## src/rtl/zone_pump_scheduler_pkg.sv

```systemverilog
// Shared types and defaults for the zone pump scheduler.
package zone_pump_scheduler_pkg;

  typedef enum logic [1:0] {
    ST_IDLE = 2'd0,
    ST_RUN  = 2'd1,
    ST_GAP  = 2'd2
  } state_e;

  // 224 clk_fg cycles give a 1 s tick at the 224 Hz function-generator clock.
  localparam int DEFAULT_TICK_DIV = 224;

endpackage

```

## src/rtl/zone_pump_scheduler_tick_gen.sv

```systemverilog
// Free-running tick divider that restarts from zero whenever clr_i is high.
module zone_pump_scheduler_tick_gen #(
  parameter int TICK_DIV = 224
) (
  input  logic clk_i,
  input  logic rst_ni,
  input  logic clr_i,
  output logic tick_o
);

  localparam int CW = (TICK_DIV > 1) ? $clog2(TICK_DIV) : 1;
  localparam logic [CW-1:0] LAST = CW'(TICK_DIV - 1);

  logic [CW-1:0] cnt_q, cnt_d;

  // Next count: clear on request, wrap after the last cycle of a tick period.
  always_comb begin
    cnt_d = cnt_q + CW'(1);
    if (clr_i || (cnt_q == LAST)) cnt_d = '0;
  end

  // Counter register.
  always_ff @(posedge clk_i or negedge rst_ni) begin
    if (!rst_ni) cnt_q <= '0;
    else         cnt_q <= cnt_d;
  end

  assign tick_o = (cnt_q == LAST);

endmodule

```

## src/rtl/zone_pump_scheduler.sv

```systemverilog
// Round-robin pump time-sharing across irrigation zones with bounded run
// window and a mandatory rest gap between grants.
module zone_pump_scheduler
  import zone_pump_scheduler_pkg::*;
#(
  parameter int N_ZONES  = 4,
  parameter int MAX_RUN  = 8,
  parameter int GAP      = 2,
  parameter int TICK_DIV = DEFAULT_TICK_DIV
) (
  input  logic               clk_fg,
  input  logic               init_n,
  input  logic               enable_i,
  input  logic               abort_i,
  input  logic [N_ZONES-1:0] req_i,
  output logic [N_ZONES-1:0] grant_o,
  output logic               pump_on_o,
  output logic [2:0]         zone_o,
  output logic [3:0]         run_left_o,
  output logic               busy_o
);

  localparam logic [3:0] MAX_RUN_L = 4'(MAX_RUN);
  localparam logic [3:0] GAP_L     = 4'(GAP);
  localparam logic [2:0] LAST_INIT = 3'(N_ZONES - 1);

  function automatic logic [N_ZONES-1:0] onehot(input logic [2:0] idx);
    logic [N_ZONES-1:0] v;
    v = '0;
    for (int i = 0; i < N_ZONES; i++) begin
      if (idx == 3'(i)) v[i] = 1'b1;
    end
    return v;
  endfunction

  // Returns {found, index}: first requester after 'last', wrapping around.
  function automatic logic [3:0] rr_select(input logic [N_ZONES-1:0] req,
                                           input logic [2:0]         last);
    logic [N_ZONES-1:0] sh;
    logic               found;
    logic [2:0]         idx;
    int                 c;
    found = 1'b0;
    idx   = '0;
    for (int i = 1; i <= N_ZONES; i++) begin
      c  = (int'(last) + i) % N_ZONES;
      sh = req >> c;
      if (!found && sh[0]) begin
        found = 1'b1;
        idx   = 3'(c);
      end
    end
    return {found, idx};
  endfunction

  state_e             state_q, state_d;
  logic [2:0]         last_q, last_d;
  logic [2:0]         zone_q, zone_d;
  logic [3:0]         run_left_q, run_left_d;
  logic [3:0]         gap_q, gap_d;
  logic [N_ZONES-1:0] grant_q, grant_d;
  logic               pump_q, pump_d;
  logic               busy_q, busy_d;
  logic               tick, tick_clr, abort_c, cur_req;
  logic [3:0]         sel;

  assign abort_c = abort_i | ~enable_i;
  assign sel     = rr_select(req_i, last_q);
  assign cur_req = |(req_i & onehot(last_q));

  zone_pump_scheduler_tick_gen #(.TICK_DIV(TICK_DIV)) u_tick (
    .clk_i  (clk_fg),
    .rst_ni (init_n),
    .clr_i  (tick_clr),
    .tick_o (tick)
  );

  // Next-state, counters and registered output values; abort wins over all.
  always_comb begin
    state_d    = state_q;
    last_d     = last_q;
    run_left_d = run_left_q;
    gap_d      = gap_q;
    if (abort_c) begin
      state_d    = ST_GAP;
      gap_d      = GAP_L;
      run_left_d = '0;
    end else begin
      case (state_q)
        ST_IDLE: begin
          if (sel[3]) begin
            state_d    = ST_RUN;
            last_d     = sel[2:0];
            run_left_d = MAX_RUN_L;
          end
        end
        ST_RUN: begin
          if (!cur_req || (tick && run_left_q == 4'd1)) begin
            state_d    = ST_GAP;
            gap_d      = GAP_L;
            run_left_d = '0;
          end else if (tick) begin
            run_left_d = run_left_q - 4'd1;
          end
        end
        ST_GAP: begin
          if (tick) begin
            if (gap_q == 4'd1) begin
              state_d = ST_IDLE;
              gap_d   = '0;
            end else begin
              gap_d = gap_q - 4'd1;
            end
          end
        end
        default: state_d = ST_IDLE;
      endcase
    end
    grant_d  = (state_d == ST_RUN) ? onehot(last_d) : '0;
    zone_d   = (state_d == ST_RUN) ? last_d : 3'd0;
    pump_d   = (state_d == ST_RUN);
    busy_d   = (state_d != ST_IDLE);
    // Tick phase restarts on every state entry and while abort is held.
    tick_clr = abort_c || (state_d != state_q);
  end

  // State and output registers; reset clears outputs asynchronously.
  always_ff @(posedge clk_fg or negedge init_n) begin
    if (!init_n) begin
      state_q    <= ST_IDLE;
      last_q     <= LAST_INIT;
      zone_q     <= '0;
      run_left_q <= '0;
      gap_q      <= '0;
      grant_q    <= '0;
      pump_q     <= 1'b0;
      busy_q     <= 1'b0;
    end else begin
      state_q    <= state_d;
      last_q     <= last_d;
      zone_q     <= zone_d;
      run_left_q <= run_left_d;
      gap_q      <= gap_d;
      grant_q    <= grant_d;
      pump_q     <= pump_d;
      busy_q     <= busy_d;
    end
  end

  assign grant_o    = grant_q;
  assign pump_on_o  = pump_q;
  assign zone_o     = zone_q;
  assign run_left_o = run_left_q;
  assign busy_o     = busy_q;

endmodule
```

## config.mk

```make
export PLATFORM = sky130hd
export DESIGN_NAME = zone_pump_scheduler
export DESIGN_NICKNAME = d
export VERILOG_FILES = /design/src/rtl/zone_pump_scheduler_pkg.sv /design/src/rtl/zone_pump_scheduler_tick_gen.sv /design/src/rtl/zone_pump_scheduler.sv
export SDC_FILE = /design/constraint.sdc
export NUM_CORES = 1
export LEC_CHECK = 0
export ABC_AREA = 1
export CORE_MARGIN = 2
export CORE_UTILIZATION = 45
export CTS_CLUSTER_SIZE = 30
export DETAILED_ROUTE_END_ITERATION = 16
export HOLD_SLACK_MARGIN = 0.06
export PLACE_DENSITY_LB_ADDON = 0.15
export SYNTH_ARGS = -nofsm -noshare
export SYNTH_HDL_FRONTEND = slang
export SYNTH_SLANG_ARGS = --single-unit
```

## constraint.sdc

```tcl
create_clock -name clk_fg -period 5.5 [get_ports clk_fg]
set_input_delay 1.1 -clock clk_fg [delete_from_list [all_inputs] [get_ports clk_fg]]
set_output_delay 1.1 -clock clk_fg [all_outputs]
set_load 0.005 [all_outputs]
```

==> results.yml, run 1 <==
outcome:
  status: "completed"
route:
  drt-wirelength-per-cell_um: 10.9
  drt_iter0_markers: 46
  wirelength_um: 3250
  ant_nets: 0
  drc_errors: 0
  viasPerCell: 4.85
  vias: 1451
  first_pass_iters: 4
power:
  max-vdd-ir-drop_mv: 0.149
  pwr_density_cell_nw_per_um2: 204
  p_leak_nw: 1.03
  fin_total_pwr_uw: 436
synthesis:
  synth_area_per_cell_um2: 8.09
  synth.top_cell.area_share_pct: 39.0
  netlist_top_cells_area: "dfrtp_1, nand2_1, nand3_1"
  syn-cell-area_um2: 1800
  synth_fp_nets: 239
  syn_inst: 222
  synth_top_area_cell: "dfrtp_1"
  ys_ff_latch: 30
  yosys_warnings: 0
  synth_cell_types: 31
  yosysSeqAreaShare_pct: 42.0
clock_tree:
  clk_path_buf_depth: 2
  postCtsSetupBuffers: 0
  clkLatencyLatePin_ps: 280
  cts_tree: "done"
  cts_hold_buf: 0
  path_clk_slew_ps: 60
  htreeDepth: 2
  cts_sinks: 30
  cts_inserted_buffers: 5
  cts.repair.resized: 0
  root_buffer: "clkbuf_8"
grt:
  grt_util_met3_pct: 5.17
  antenna_found_initial: 0
  grtUsageMet1_pct: 21.4
  gr-total-overflow: 0
  grt_usage_pct: 17.1
  top_usage_layer: "met2"
  grt_max_degree: 31
  grt_first_pass_wirelength_um: 5780
  grt_pass1_vias: 1362
  grtUsageMet2_pct: 27.2
critical_path:
  critPathMostFrequentCell: "nand2_1"
  reg2reg_slack_ps: 3400
  crit_chain: "clkdlybuf4s50_1 -> inv_1 -> nor2_4 -> inv_1 -> nor2_1 -> nand4_2 -> nand2_1 -> inv_2 -> nand2_1 -> nand2_1 -> nor2_1"
  cpMaxStageDelayCell: "clkdlybuf4s50_1"
  crit_fanout: 7
  cpPeakStageDelay_ps: 450
  cp.required_ps: 5700
  startpoint: "enable_i"
  r2r_start: "last_q[1]$_DFF_PN1_"
  worstSetupPathType: "in -> reg"
  end_kind: "register"
  start_kind: "input pin"
  critPathArrivalTime_ps: 2780
  cp_top_family: "simple AND/OR/NAND/NOR gates"
  cp_num_buf_inv: 4
sta:
  hold_viol_final: 0
  fin_skew_ps: 4.63
  setup-tns-final_ps: 0
  fin_crit_ps: 2580
  timing.fmax_ghz: 0.388
  post-route-period-util_pct: 46.8
  rsz0062_at_grt: "false"
  finalWorstSetupSlack_ps: 2920
  timing.final.max_slew_violations: 0
  whs_ps: 458
  setup_viol_count_final: 0
placed_design:
  pre_cts_slack_ps: 2640
  numPortBuffers: 20
  dp_hpwl_um: 2540
  routabilityCongestion: 0.779
die:
  die_y_um: 67.2
  io_pins: 21
  die_w_um: 67.2
  die_area_um2: 4510
  core_um2: 3740
  rows: 22
  start_util_pct: 48.0
finish:
  final_nets: 267
  fin_util_pct: 57.3
  num_antenna_cells: 0
  areaGrowthSynthToFinish_pct: 19.4
  final_cell_mix: "nand2_1, dfrtp_1, inv_1"
  final_common_cell: "nand2_1"
  drive_gt1_share_pct: 15.1
hold_path:
  hold_class: "reg -> reg"
  hold_start: "u_tick.cnt_q[0]$_DFF_PN0_"
run:
  maxCapViolations: 0
[cell usage after synthesis]
master	n
conb_1	1
nand4_2	1
nor2_1	23
o21ai_0	6
o21ai_2	2
o21ai_1	1
nand2_2	13
nand2_4	1
nand4_4	1
nand3_4	1
nor3_1	2
nand3_1	24
inv_2	4
nor2_2	1
nand3b_1	1
xor2_1	6
or2_0	1
dfrtp_1	28
a21oi_1	2
nand4_1	6
and3_1	1
nor3b_1	1
nand3_2	3
xnor2_1	2
dfstp_2	2
or2_2	1
nand2_1	48
nor2_4	2
inv_1	27
a31oi_1	1
ha_1	9
[area by class of cell]
cell class	count	area [um^2]
timing repair buffer	21	208
clock buffer	8	80.1
multi-input combinational	161	926
inverter	31	116
fill	385	1600
tap	48	60.1
sequential	30	753
[power breakdown]
part	internal (mW)	total (mW)	switching, mW
Combinational	0.0183	0.0464	0.0281
Sequential	0.226	0.229	0.00307
Clock	0.0895	0.161	0.0717
Total	0.333	0.436	0.103
[stage by stage]
| stage | cells | area (um^2) |
|---|---|---|
| floorplan | 222 | 1800 |
| global placement | 291 | 2060 |
| detailed placement | 291 | 2060 |
| CTS | 299 | 2140 |
| global route | 299 | 2140 |
| finish | 299 | 2140 |
[layer usage]
layer  wire (um)  vias to the layer above
met3         166                        5
met5           0                        -
met2        1480                       29
met1        1560                      655
li1            -                      762
met4          42                        0
[kinds of logic after synthesis]
logic type / share of synthesized area [%]
flops: 42.0
fa+ha+maj: 6.27
other cells: 0.209
compound gates: 3.83
buf+inv: 6.48
xor+xnor: 3.90
simple gates: 37.4
[registers in the layout (all words and copies together), names as in the netlist]
name / count
busy_o: 1
gap_q: 4
grant_o: 4
last_q: 3
pump_on_o: 1
run_left_o: 4
state_q: 2
u_tick.cnt_q: 8
zone_o: 3
[path summary, 6_finish.rpt]
check / end / cells after the start
max in group asynchronous: last_q[1]$_DFF_PN1_ / 2
min: u_tick.cnt_q[0]$_DFF_PN0_ / 1
min in group asynchronous: run_left_o[1]$_DFFE_PN0P_ / 2
min reg2reg: u_tick.cnt_q[0]$_DFF_PN0_ / 1
max: gap_q[2]$_DFFE_PN0P_ / 11
max reg2reg: busy_o$_DFF_PN0_ / 11
[worst register-to-register path, stage by stage, from the launching register on]
cell     delay (ps)
dfstp_2         570
inv_1           140
ha_1            360
inv_1            80
nand3_1         120
nand2_2          90
nor2_2          110
nand3_2         100
nand3_4         110
nand2_2          90
inv_1           100
nand3_1          90
(Power assumes the default switching activity.)
==> inputs of run 2 (changes only) <==
==> constraint.sdc (replaced) <==
create_clock -name clk_fg -period 2.34 [get_ports clk_fg]
set_input_delay 0.468 -clock clk_fg [delete_from_list [all_inputs] [get_ports clk_fg]]
set_output_delay 0.468 -clock clk_fg [all_outputs]
set_load 0.005 [all_outputs]
==> run 2 against run 1 <==
  * Total power increased to 3.0 times the previous value
  * Die area stayed put
  * Non-clock buffer count increased by 2
  * Global-route usage is 0.15 points higher
  * Design area grew 3.6%
  * Worst hold slack gained 11 ps
  * Clock power increased to 4.0 times the previous value
  * Cell count increased by 0.67%
==> results.yml, run 2 (synthesis gave the netlist of run 1 again) <==
outcome:
  status: "completed"
power:
  p_leak_nw: 1.07
  fin_total_pwr_mw: 1.29
  max-vdd-ir-drop_mv: 0.385
  pwr_density_cell_nw_per_um2: 581
critical_path:
  cpMaxStageDelayCell: "dfstp_2"
  worstRegToRegCells: 11
  start_kind: "register"
  crit_chain: "inv_2 -> ha_1 -> inv_1 -> nand3_1 -> nand2_2 -> nor2_2 -> nand3_2 -> nand3_4 -> nand2_2 -> inv_1 -> nand3_1"
  end_kind: "register"
  critPathArrivalTime_ps: 2250
  worstSetupPathType: "reg -> reg"
  crit_fanout: 9
  cpPeakStageDelay_ps: 630
  cp.required_ps: 2480
grt:
  antenna_found_initial: 0
  grt_first_pass_wirelength_um: 5830
  grt_pass1_vias: 1358
  grt_usage_pct: 17.2
  gr-total-overflow: 0
  grt_max_degree: 31
finish:
  final_cells: 301
  fin_util_pct: 59.3
  fin_area_um2: 2220
  final_nets: 269
  max_flop_register: "u_tick.cnt_q"
  drive_gt1_share_pct: 17.0
  areaGrowthSynthToFinish_pct: 23.7
  final_cell_mix: "nand2_1, dfrtp_1, inv_1"
  final_common_cell: "nand2_1"
  largest_register_ffs: 8
  num_antenna_cells: 0
sta:
  timing.final.max_slew_violations: 0
  setup-tns-final_ps: 0
  fin_skew_ps: 7.26
  setup_viol_count_final: 0
  timing.fmax_ghz: 0.475
  hold_viol_final: 0
  whs_ps: 469
  finalWorstSetupSlack_ps: 235
  fin_crit_ps: 2110
  post-route-period-util_pct: 90.0
  rsz0062_at_grt: "false"
placed_design:
  dp_hpwl_um: 2520
  numPortBuffers: 20
  dp.cells: 293
  pre_cts_slack_ps: 239
  routabilityCongestion: 0.784
  dpl_cell_area_um2: 2080
route:
  first_pass_iters: 4
  vias: 1456
  drt-wirelength-per-cell_um: 11.0
  viasPerCell: 4.84
  wirelength_um: 3330
  drc_errors: 0
  drt_iter0_markers: 44
  ant_nets: 0
clock_tree:
  path_clk_slew_ps: 70
  cts_inserted_buffers: 5
  cts.repair.resized: 0
  cts_tree: "done"
  htreeDepth: 2
  clk_path_buf_depth: 2
  cts_sinks: 30
  clkLatencyLatePin_ps: 280
  postCtsSetupBuffers: 0
  cts_hold_buf: 0
  root_buffer: "clkbuf_8"
run:
  maxCapViolations: 0
die:
  io_pins: 21
  die_y_um: 67.2
  rows: 22
  die_w_um: 67.2
  core_um2: 3740
  start_util_pct: 48.0
  die_area_um2: 4510
hold_path:
  whs_path_depth: 1
  hold_class: "reg -> reg"
## run 2: final timing paths
kind	start	end	slack, ps
max	last_q[0]$_DFF_PN1_	busy_o$_DFF_PN0_	230
min	u_tick.cnt_q[0]$_DFF_PN0_	u_tick.cnt_q[0]$_DFF_PN0_	470
max reg2reg	last_q[0]$_DFF_PN1_	busy_o$_DFF_PN0_	230
min reg2reg	u_tick.cnt_q[0]$_DFF_PN0_	u_tick.cnt_q[0]$_DFF_PN0_	470
max in group asynchronous	init_n	last_q[0]$_DFF_PN1_	1440
min in group asynchronous	init_n	run_left_o[2]$_DFFE_PN0P_	580
## run 2: final cells by class
cell class / count / area (um^2)
fillers: 352 / 1520
clock buffers: 6 / 82.6
well taps: 48 / 60.1
clock inverters: 2 / 60.1
repair buffers: 23 / 223
multi-input cells: 161 / 926
flip-flops and latches: 30 / 753
inverters: 31 / 116
## run 2: report_power, final
part	total, mW	leakage, nW	switching, mW	internal, mW
clock network	0.640	0.0714	0.186	0.454
registers	0.537	0.392	0.00685	0.530
logic	0.113	0.604	0.0674	0.0453
total	1.29	1.07	0.260	1.03
## run 2: worst max-delay path, delay by kind of cell (launching register included)
kind,cells,cell delay (ps)
fa+ha+maj,1,340
buf+inv,3,290
flops,1,630
simple gates,7,710
## run 2: metal layers
| layer | vias to the layer above | track usage, % | part of all wire (%) |
|---|---|---|---|
| li1 | 772 | - | - |
| met3 | 5 | 5.33 | 3.4 |
| met2 | 18 | 28.2 | 45 |
| met1 | 661 | 22.2 | 51 |
| met4 | 0 | 4.59 | 1.1 |
| met5 | - | 0 | 0 |
